<file path="src/rtl/spi_pkg.sv">
// Shared types and constants for the SPI responder.
// Mode encoding is {cpol, cpha}.
package spi_pkg;

    typedef enum logic {
        IDLE   = 1'b0,
        ACTIVE = 1'b1
    } state_t;

    localparam int SPI_DATA_W = 8;

    localparam logic [1:0] MODE0 = 2'b00;
    localparam logic [1:0] MODE1 = 2'b01;
    localparam logic [1:0] MODE2 = 2'b10;
    localparam logic [1:0] MODE3 = 2'b11;

    // Modes with cpha=0 sample on the leading sclk edge, cpha=1 on the trailing one.
    function automatic logic sample_on_leading(input logic [1:0] mode);
        return (mode == MODE0) || (mode == MODE2);
    endfunction

endpackage

</file>
<file path="src/rtl/spi_sync_edge.sv">
// Multi-flop synchronizer for an asynchronous pin followed by a history flop,
// giving the synchronized level plus single-cycle rise/fall strobes.
// RST_VAL is the level assumed after reset; an edge from that value is only
// reported once the pin actually differs from it.
module spi_sync_edge #(
    parameter int   SYNC_STAGES = 2,
    parameter logic RST_VAL     = 1'b0
) (
    input  logic clk,
    input  logic rst_n,
    input  logic din_i,
    output logic level_o,
    output logic rise_o,
    output logic fall_o
);

    logic [SYNC_STAGES-1:0] sync_q;
    logic                   hist_q;

    // Synchronizer chain and one-cycle-old copy of the synchronized level.
    always_ff @(posedge clk or negedge rst_n) begin
        if (!rst_n) begin
            sync_q <= {SYNC_STAGES{RST_VAL}};
            hist_q <= RST_VAL;
        end else begin
            sync_q <= {sync_q[SYNC_STAGES-2:0], din_i};
            hist_q <= sync_q[SYNC_STAGES-1];
        end
    end

    assign level_o = sync_q[SYNC_STAGES-1];
    assign rise_o  =  sync_q[SYNC_STAGES-1] & ~hist_q;
    assign fall_o  = ~sync_q[SYNC_STAGES-1] &  hist_q;

endmodule

</file>
<file path="src/rtl/spi_slave_cpol_cpha.sv">
// SPI responder, all four CPOL/CPHA modes, MSB first, oversampled in clk.
// Optional feature macro: SPI_SLAVE_FRAME_ERR_EN adds frame_err and
// tx_underrun strobes; without it those ports and their logic do not exist.
// sclk half-period must be at least SYNC_STAGES+2 clk cycles.
module spi_slave_cpol_cpha
    import spi_pkg::*;
#(
    parameter int DATA_W      = SPI_DATA_W,
    parameter int SYNC_STAGES = 2
) (
    input  logic              clk,
    input  logic              rst_n,
    input  logic              cpol,
    input  logic              cpha,
    input  logic              sclk,
    input  logic              cs,
    input  logic              mosi,
    output logic              miso,
    output logic              miso_oe,
    input  logic [DATA_W-1:0] tx_data,
    input  logic              tx_valid,
    output logic              tx_ready,
    output logic [DATA_W-1:0] rx_data,
    output logic              rx_valid,
`ifdef SPI_SLAVE_FRAME_ERR_EN
    output logic              frame_err,
    output logic              tx_underrun,
`endif
    output logic              busy
);

    localparam int               CNT_W    = (DATA_W > 1) ? $clog2(DATA_W) : 1;
    localparam logic [CNT_W-1:0] LAST_BIT = CNT_W'(DATA_W - 1);

    // ------------------------------------------------------------------
    // Pin synchronization
    // ------------------------------------------------------------------
    // Reset value 0 on cs means a frame already in progress when reset is
    // released produces no cs fall; only a fresh falling edge starts a frame.
    logic sclk_level, sclk_rise, sclk_fall;
    logic cs_level_unused, cs_rise, cs_fall;

    spi_sync_edge #(
        .SYNC_STAGES (SYNC_STAGES),
        .RST_VAL     (1'b0)
    ) u_sync_sclk (
        .clk     (clk),
        .rst_n   (rst_n),
        .din_i   (sclk),
        .level_o (sclk_level),
        .rise_o  (sclk_rise),
        .fall_o  (sclk_fall)
    );

    spi_sync_edge #(
        .SYNC_STAGES (SYNC_STAGES),
        .RST_VAL     (1'b0)
    ) u_sync_cs (
        .clk     (clk),
        .rst_n   (rst_n),
        .din_i   (cs),
        .level_o (cs_level_unused),
        .rise_o  (cs_rise),
        .fall_o  (cs_fall)
    );

    // mosi only needs its level; same depth as sclk so data and clock stay aligned.
    logic [SYNC_STAGES-1:0] mosi_sync_q;
    logic                   mosi_s;

    // Level-only synchronizer for mosi.
    always_ff @(posedge clk or negedge rst_n) begin
        if (!rst_n) begin
            mosi_sync_q <= '0;
        end else begin
            mosi_sync_q <= {mosi_sync_q[SYNC_STAGES-2:0], mosi};
        end
    end

    assign mosi_s = mosi_sync_q[SYNC_STAGES-1];

    // ------------------------------------------------------------------
    // Edge classification
    // ------------------------------------------------------------------
    // Leading edge: sclk leaves its idle (cpol) level; trailing: returns to it.
    logic sclk_edge, lead_edge, trail_edge, sample_lead, sample_edge, shift_edge;

    assign sclk_edge   = sclk_rise | sclk_fall;
    assign lead_edge   = sclk_edge & (sclk_level != cpol);
    assign trail_edge  = sclk_edge & (sclk_level == cpol);
    assign sample_lead = sample_on_leading({cpol, cpha});
    assign sample_edge = sample_lead ? lead_edge  : trail_edge;
    assign shift_edge  = sample_lead ? trail_edge : lead_edge;

    // ------------------------------------------------------------------
    // Frame FSM
    // ------------------------------------------------------------------
    state_t state_q, state_d;

    // State register.
    always_ff @(posedge clk or negedge rst_n) begin
        if (!rst_n) begin
            state_q <= IDLE;
        end else begin
            state_q <= state_d;
        end
    end

    // Next state: cs fall opens a frame, cs rise closes it at any point.
    always_comb begin
        state_d = state_q;
        case (state_q)
            IDLE:    if (cs_fall) state_d = ACTIVE;
            ACTIVE:  if (cs_rise) state_d = IDLE;
            default: state_d = IDLE;
        endcase
    end

    // FSM outputs: miso is driven for the whole frame.
    always_comb begin
        busy    = (state_q == ACTIVE);
        miso_oe = (state_q == ACTIVE);
    end

    // ------------------------------------------------------------------
    // Datapath
    // ------------------------------------------------------------------
    logic              start_frame, end_frame, in_frame, do_sample, do_shift;
    logic              tx_load, tx_write;
    logic [DATA_W-1:0] load_word, rx_word;

    logic [CNT_W-1:0]  bit_cnt_q, bit_cnt_d;
    logic [DATA_W-2:0] rx_shift_q, rx_shift_d;
    logic [DATA_W-1:0] tx_shift_q, tx_shift_d;
    logic [DATA_W-1:0] rx_data_q, rx_data_d;
    logic [DATA_W-1:0] hold_q, hold_d;
    logic              hold_full_q, hold_full_d;
    logic              miso_q, miso_d;
    logic              rx_valid_q, rx_valid_d;
    logic              word_done_q, word_done_d;

    assign start_frame = (state_q == IDLE) && cs_fall;
    assign end_frame   = (state_q == ACTIVE) && cs_rise;
    assign in_frame    = (state_q == ACTIVE) && !cs_rise;
    assign do_sample   = in_frame && sample_edge;
    assign do_shift    = in_frame && shift_edge;

    // A new word is loaded at frame start and on the first shift edge after a
    // completed word; an empty holding register loads zeros (underrun).
    assign tx_load   = start_frame || (do_shift && word_done_q);
    assign tx_write  = tx_valid && tx_ready;
    assign load_word = hold_full_q ? hold_q : '0;
    assign rx_word   = {rx_shift_q, mosi_s};

    // Shift/count next-state logic.
    always_comb begin
        bit_cnt_d   = bit_cnt_q;
        rx_shift_d  = rx_shift_q;
        tx_shift_d  = tx_shift_q;
        rx_data_d   = rx_data_q;
        miso_d      = miso_q;
        word_done_d = word_done_q;
        rx_valid_d  = 1'b0;
        if (start_frame) begin
            tx_shift_d  = load_word;
            bit_cnt_d   = '0;
            word_done_d = 1'b0;
            // cpha=0: first bit must be on the wire before the first edge.
            if (!cpha) miso_d = load_word[DATA_W-1];
        end else if (end_frame) begin
            bit_cnt_d   = '0;
            word_done_d = 1'b0;
            miso_d      = 1'b0;
        end else if (do_sample) begin
            rx_shift_d = rx_word[DATA_W-2:0];
            if (bit_cnt_q == LAST_BIT) begin
                bit_cnt_d   = '0;
                rx_data_d   = rx_word;
                rx_valid_d  = 1'b1;
                word_done_d = 1'b1;
            end else begin
                bit_cnt_d = bit_cnt_q + CNT_W'(1);
            end
        end else if (do_shift) begin
            if (word_done_q) begin
                tx_shift_d  = load_word;
                miso_d      = load_word[DATA_W-1];
                word_done_d = 1'b0;
            end else if (bit_cnt_q != '0) begin
                tx_shift_d = {tx_shift_q[DATA_W-2:0], 1'b0};
                miso_d     = tx_shift_q[DATA_W-2];
            end else begin
                // cpha=1: first leading edge of the frame presents the MSB.
                miso_d = tx_shift_q[DATA_W-1];
            end
        end
    end

    // Holding register: a write fills it, a load empties it unless refilled
    // in the same cycle.
    always_comb begin
        hold_d      = tx_write ? tx_data : hold_q;
        hold_full_d = (hold_full_q && !tx_load) || tx_write;
    end

    // Datapath registers.
    always_ff @(posedge clk or negedge rst_n) begin
        if (!rst_n) begin
            bit_cnt_q   <= '0;
            rx_shift_q  <= '0;
            tx_shift_q  <= '0;
            rx_data_q   <= '0;
            hold_q      <= '0;
            hold_full_q <= 1'b0;
            miso_q      <= 1'b0;
            rx_valid_q  <= 1'b0;
            word_done_q <= 1'b0;
        end else begin
            bit_cnt_q   <= bit_cnt_d;
            rx_shift_q  <= rx_shift_d;
            tx_shift_q  <= tx_shift_d;
            rx_data_q   <= rx_data_d;
            hold_q      <= hold_d;
            hold_full_q <= hold_full_d;
            miso_q      <= miso_d;
            rx_valid_q  <= rx_valid_d;
            word_done_q <= word_done_d;
        end
    end

    assign miso     = miso_q;
    assign tx_ready = ~hold_full_q;
    assign rx_data  = rx_data_q;
    assign rx_valid = rx_valid_q;

`ifdef SPI_SLAVE_FRAME_ERR_EN
    logic frame_err_q, frame_err_d;
    logic tx_underrun_q, tx_underrun_d;

    // Abort with a partial word, and a load from an empty holding register.
    always_comb begin
        frame_err_d   = end_frame && (bit_cnt_q != '0);
        tx_underrun_d = tx_load && !hold_full_q;
    end

    // Error strobe registers.
    always_ff @(posedge clk or negedge rst_n) begin
        if (!rst_n) begin
            frame_err_q   <= 1'b0;
            tx_underrun_q <= 1'b0;
        end else begin
            frame_err_q   <= frame_err_d;
            tx_underrun_q <= tx_underrun_d;
        end
    end

    assign frame_err   = frame_err_q;
    assign tx_underrun = tx_underrun_q;
`endif

endmodule
</file>
<file path="config.mk">
export PLATFORM = sky130hd
export DESIGN_NAME = spi_slave_cpol_cpha
export DESIGN_NICKNAME = d
export VERILOG_FILES = /design/src/rtl/spi_pkg.sv /design/src/rtl/spi_sync_edge.sv /design/src/rtl/spi_slave_cpol_cpha.sv
export SDC_FILE = /design/constraint.sdc
export NUM_CORES = 1
export LEC_CHECK = 0
export CAP_MARGIN = 20
export CELL_PAD_IN_SITES_DETAIL_PLACEMENT = 0
export CELL_PAD_IN_SITES_GLOBAL_PLACEMENT = 1
export CORE_MARGIN = 2
export CORE_UTILIZATION = 45
export DETAILED_ROUTE_END_ITERATION = 12
export GPL_TIMING_DRIVEN = 0
export PLACE_DENSITY_LB_ADDON = 0.1
export SLEW_MARGIN = 20
export SYNTH_ARGS = -nofsm -noshare
export SYNTH_HDL_FRONTEND = slang
export SYNTH_SLANG_ARGS = --single-unit
</file>
<file path="constraint.sdc">
create_clock -name clk -period 3.9 [get_ports clk]
set_clock_uncertainty 0.05 [all_clocks]
set_input_delay 0.39 -clock clk [delete_from_list [all_inputs] [get_ports clk]]
set_output_delay 0.39 -clock clk [all_outputs]
set_load 0.1 [all_outputs]
</file>
==> results.sh <==
export IMPL_seqPwrFrac_pct=49.5
export IMPL_relSlewSlack_pct=34.7
export IMPL_grt_total_usage_pct=14.7
export IMPL_core_area_um2=4350
export IMPL_pre_cts_ws_ns=1.49
export IMPL_stdcell_count=236
export IMPL_synth_fp_nets=166
export IMPL_path_max_fanout=10
export IMPL_drt_initial_drc_count=44
export IMPL_arrival_ns=2.10
export IMPL_syn_to_final_growth_pct=22.0
export IMPL_r2r_start="u_sync_sclk.sync_q[1]$_DFF_PN0_"
export IMPL_final_area_um2=2480
export IMPL_post_route_min_period_ns=2.54
export IMPL_dieWidth_um=71.3
export IMPL_antennaDiodeCount=0
export IMPL_power_density_nw_per_um2=554
export IMPL_ios=29
export IMPL_cts_reportedPaths_clkPinSlew_ns=0.09
export IMPL_hpwl_um=2450
export IMPL_tightest_slew_ns=0.976
export IMPL_dpl_instance_area_um2=2400
export IMPL_drv_cap=0
export IMPL_power_total_mw=1.38
export IMPL_violations="negative hold slack"
export IMPL_ys_types=35
export IMPL_hold_viol=10
export IMPL_fin_ws_ns=1.36
export IMPL_synth_async_sr_flop_share_pct=100
export IMPL_cts_made_buffers=5
export IMPL_filler_cell_count=369
export IMPL_grt_pass1_wl_um=5770
export IMPL_setup_viol=0
export IMPL_crit_path_end_kind="output pin"
export IMPL_synthTopCellsByArea="dfrtp_1 (58%), mux2_2 (17%), mux2i_1 (4.9%)"
export IMPL_cts_path_max_buffers=2
export IMPL_drc=0
export IMPL_tns_ns=0
export IMPL_hold_class="input port to async pin"
export IMPL_gp_congestion=0.777
export IMPL_grt_max_degree=28
export IMPL_avgViaCountPerCell=5.08
export IMPL_p_sw_share_pct=32.5
export IMPL_ctsResizeCount=0
export IMPL_post_cts_setup_buffers=0
export IMPL_yosysMostFrequentCell="dfrtp_1"
export IMPL_num_rows=24
export IMPL_holdWs_ns=-0.00449
export IMPL_fmax_ghz=0.393
export IMPL_synth_top_area_share_pct=57.7
export IMPL_worstRegToRegCells=3
export IMPL_clock_latency_ns=0.30
export IMPL_io_buffers=28
export IMPL_power_leakage_nw=1.15
export IMPL_wl_um=3390
export IMPL_synth_commonest_cells="dfrtp_1 (47), mux2_2 (30), inv_1 (10), mux2i_1 (10), nand3_1 (5)"
export IMPL_die_area_um2=5080
export IMPL_cts_hold_buf=0
export IMPL_dp_cells=228
export IMPL_peakVddDrop_mv=0.303
export IMPL_antenna_left=0
export IMPL_synthCells=147
export IMPL_antenna_found_initial=0
export IMPL_overflow=0
export IMPL_drive_above_1_share_pct=28.3
export IMPL_cp_data_required_time_ns=3.46
export IMPL_wire_per_inst_um=14.4
export IMPL_utilization_pct=57.1
export IMPL_crit_path_start_kind="flip-flop"
export IMPL_pwr_share_clk_pct=21.1
export IMPL_clock_sinks=47
export IMPL_ys_seq_area_share_pct=57.7
export IMPL_grt_pass1_vias=1235
export IMPL_crit_start="hold_full_q$_DFF_PN0_"
export IMPL_status="finished, violations left"
export IMPL_start_util_pct=46.8
export IMPL_via_count=1200
export IMPL_yosys_warnings=0
export IMPL_firstDrtPassIters=4
export IMPL_synth_edf_count=0
export IMPL_period_share_pct=65.2
export IMPL_netlist_area_um2=2040
export IMPL_critPathKind="flip-flop to output pin"
export IMPL_fin_nets=202
export IMPL_synth_area_per_cell_um2=13.9
export IMPL_synth_top_area_cell="dfrtp_1"
export IMPL_die_height_um=71.3
export IMPL_htree_levels=2
export IMPL_p_sw_mw=0.448
export IMPL_clock_root_buffer="clkbuf_8"
export IMPL_rsz0062_at_grt="no"
export IMPL_synth_ff_type="dfrtp_1"
export IMPL_internal_power_mw=0.930
export IMPL_synth_seq_cells=47
export IMPL_combPwrFrac_pct=29.4
export IMPL_cts_tree="yes"
export IMPL_drv_slew=0
[placed cells by master (no fill, tap or decap), types with 4 or more instances in the layout]
cell / instances
mux2_2: 30
clkdlybuf4s50_1: 27
clkbuf_8: 5
inv_1: 10
mux2i_1: 10
dfrtp_1: 47
nand3_1: 5
nand2_1: 4
[metal layers]
metal	vias up	part of all wire, %	GRT usage [%]
li1	581	-	-
met1	586	46	19.3
met2	28	48	23.4
met3	5	4.4	4.64
met4	0	1.2	5.03
met5	-	0	0
[registers in the layout, indices dropped and copies added, names as in the netlist]
| signal | flops |
|---|---|
| bit_cnt_q | 3 |
| busy | 1 |
| hold_full_q | 1 |
| hold_q | 8 |
| miso | 1 |
| mosi_sync_q | 2 |
| rx_data | 8 |
| rx_shift_q | 7 |
| rx_valid | 1 |
| tx_shift_q | 8 |
| u_sync_cs.hist_q | 1 |
| u_sync_cs.sync_q | 2 |
| u_sync_sclk.hist_q | 1 |
| u_sync_sclk.sync_q | 2 |
| word_done_q | 1 |
[path summary, 6_finish.rpt]
path,to,slack (ns)
worst max-delay path,tx_ready,1.36
worst min-delay path,u_sync_cs.sync_q[0]$_DFF_PN0_,-0.004
worst max register to register,tx_shift_q[7]$_DFFE_PN0P_,1.86
worst min register to register,u_sync_cs.sync_q[1]$_DFF_PN0_,0.30
max in group asynchronous,hold_q[5]$_DFFE_PN0P_,3.30
min in group clk,u_sync_cs.sync_q[1]$_DFF_PN0_,0.30
[logic make-up (layout without fill, tap and decap cells)]
| logic type | Yosys count | after routing | share of synthesized area, % |
|---|---|---|---|
| DFF | 47 | 47 | 57.7 |
| muxes | 40 | 40 | 21.5 |
| and+or+nand+nor | 26 | 26 | 7.99 |
| buffers and inverters | 15 | 52 | 3.07 |
| AOI/OAI and AO/OA | 11 | 11 | 4.48 |
| adders and majority gates | 4 | 4 | 2.33 |
| xor gates and xnor gates | 4 | 4 | 2.89 |
[area by class of cell]
cell class / instances / area (µm²) / share of cell area [%]
Buffer: 5 / 25.0 / 1.01
Clock buffer: 5 / 68.8 / 2.77
Timing Repair Buffer: 29 / 295 / 11.9
Clock inverter: 3 / 18.8 / 0.755
Inverter: 10 / 37.5 / 1.51
Tap cell: 52 / 65.1 / 2.62
Sequential cell: 47 / 1180 / 47.3
Multi-Input combinational cell: 85 / 798 / 32.1
[power groups by stage]
stage                     Combinational [mW]  Clock [mW]  Sequential, mW
final                                  0.405       0.291           0.682
after global routing                   0.441       0.328           0.700
after CTS                              0.414       0.303           0.684
after detailed placement               0.414           0           0.695
after global placement                 0.399           0           0.691
after floorplan                        0.279           0           0.713
[worst max-delay path, cell delays in order (launching register included)]
cell	delay (ns)
dfrtp_1	0.38
clkbuf_1	0.21
inv_1	0.09
clkdlybuf4s50_1	1.12
No activity file was read; power rests on OpenSTA's default activity.
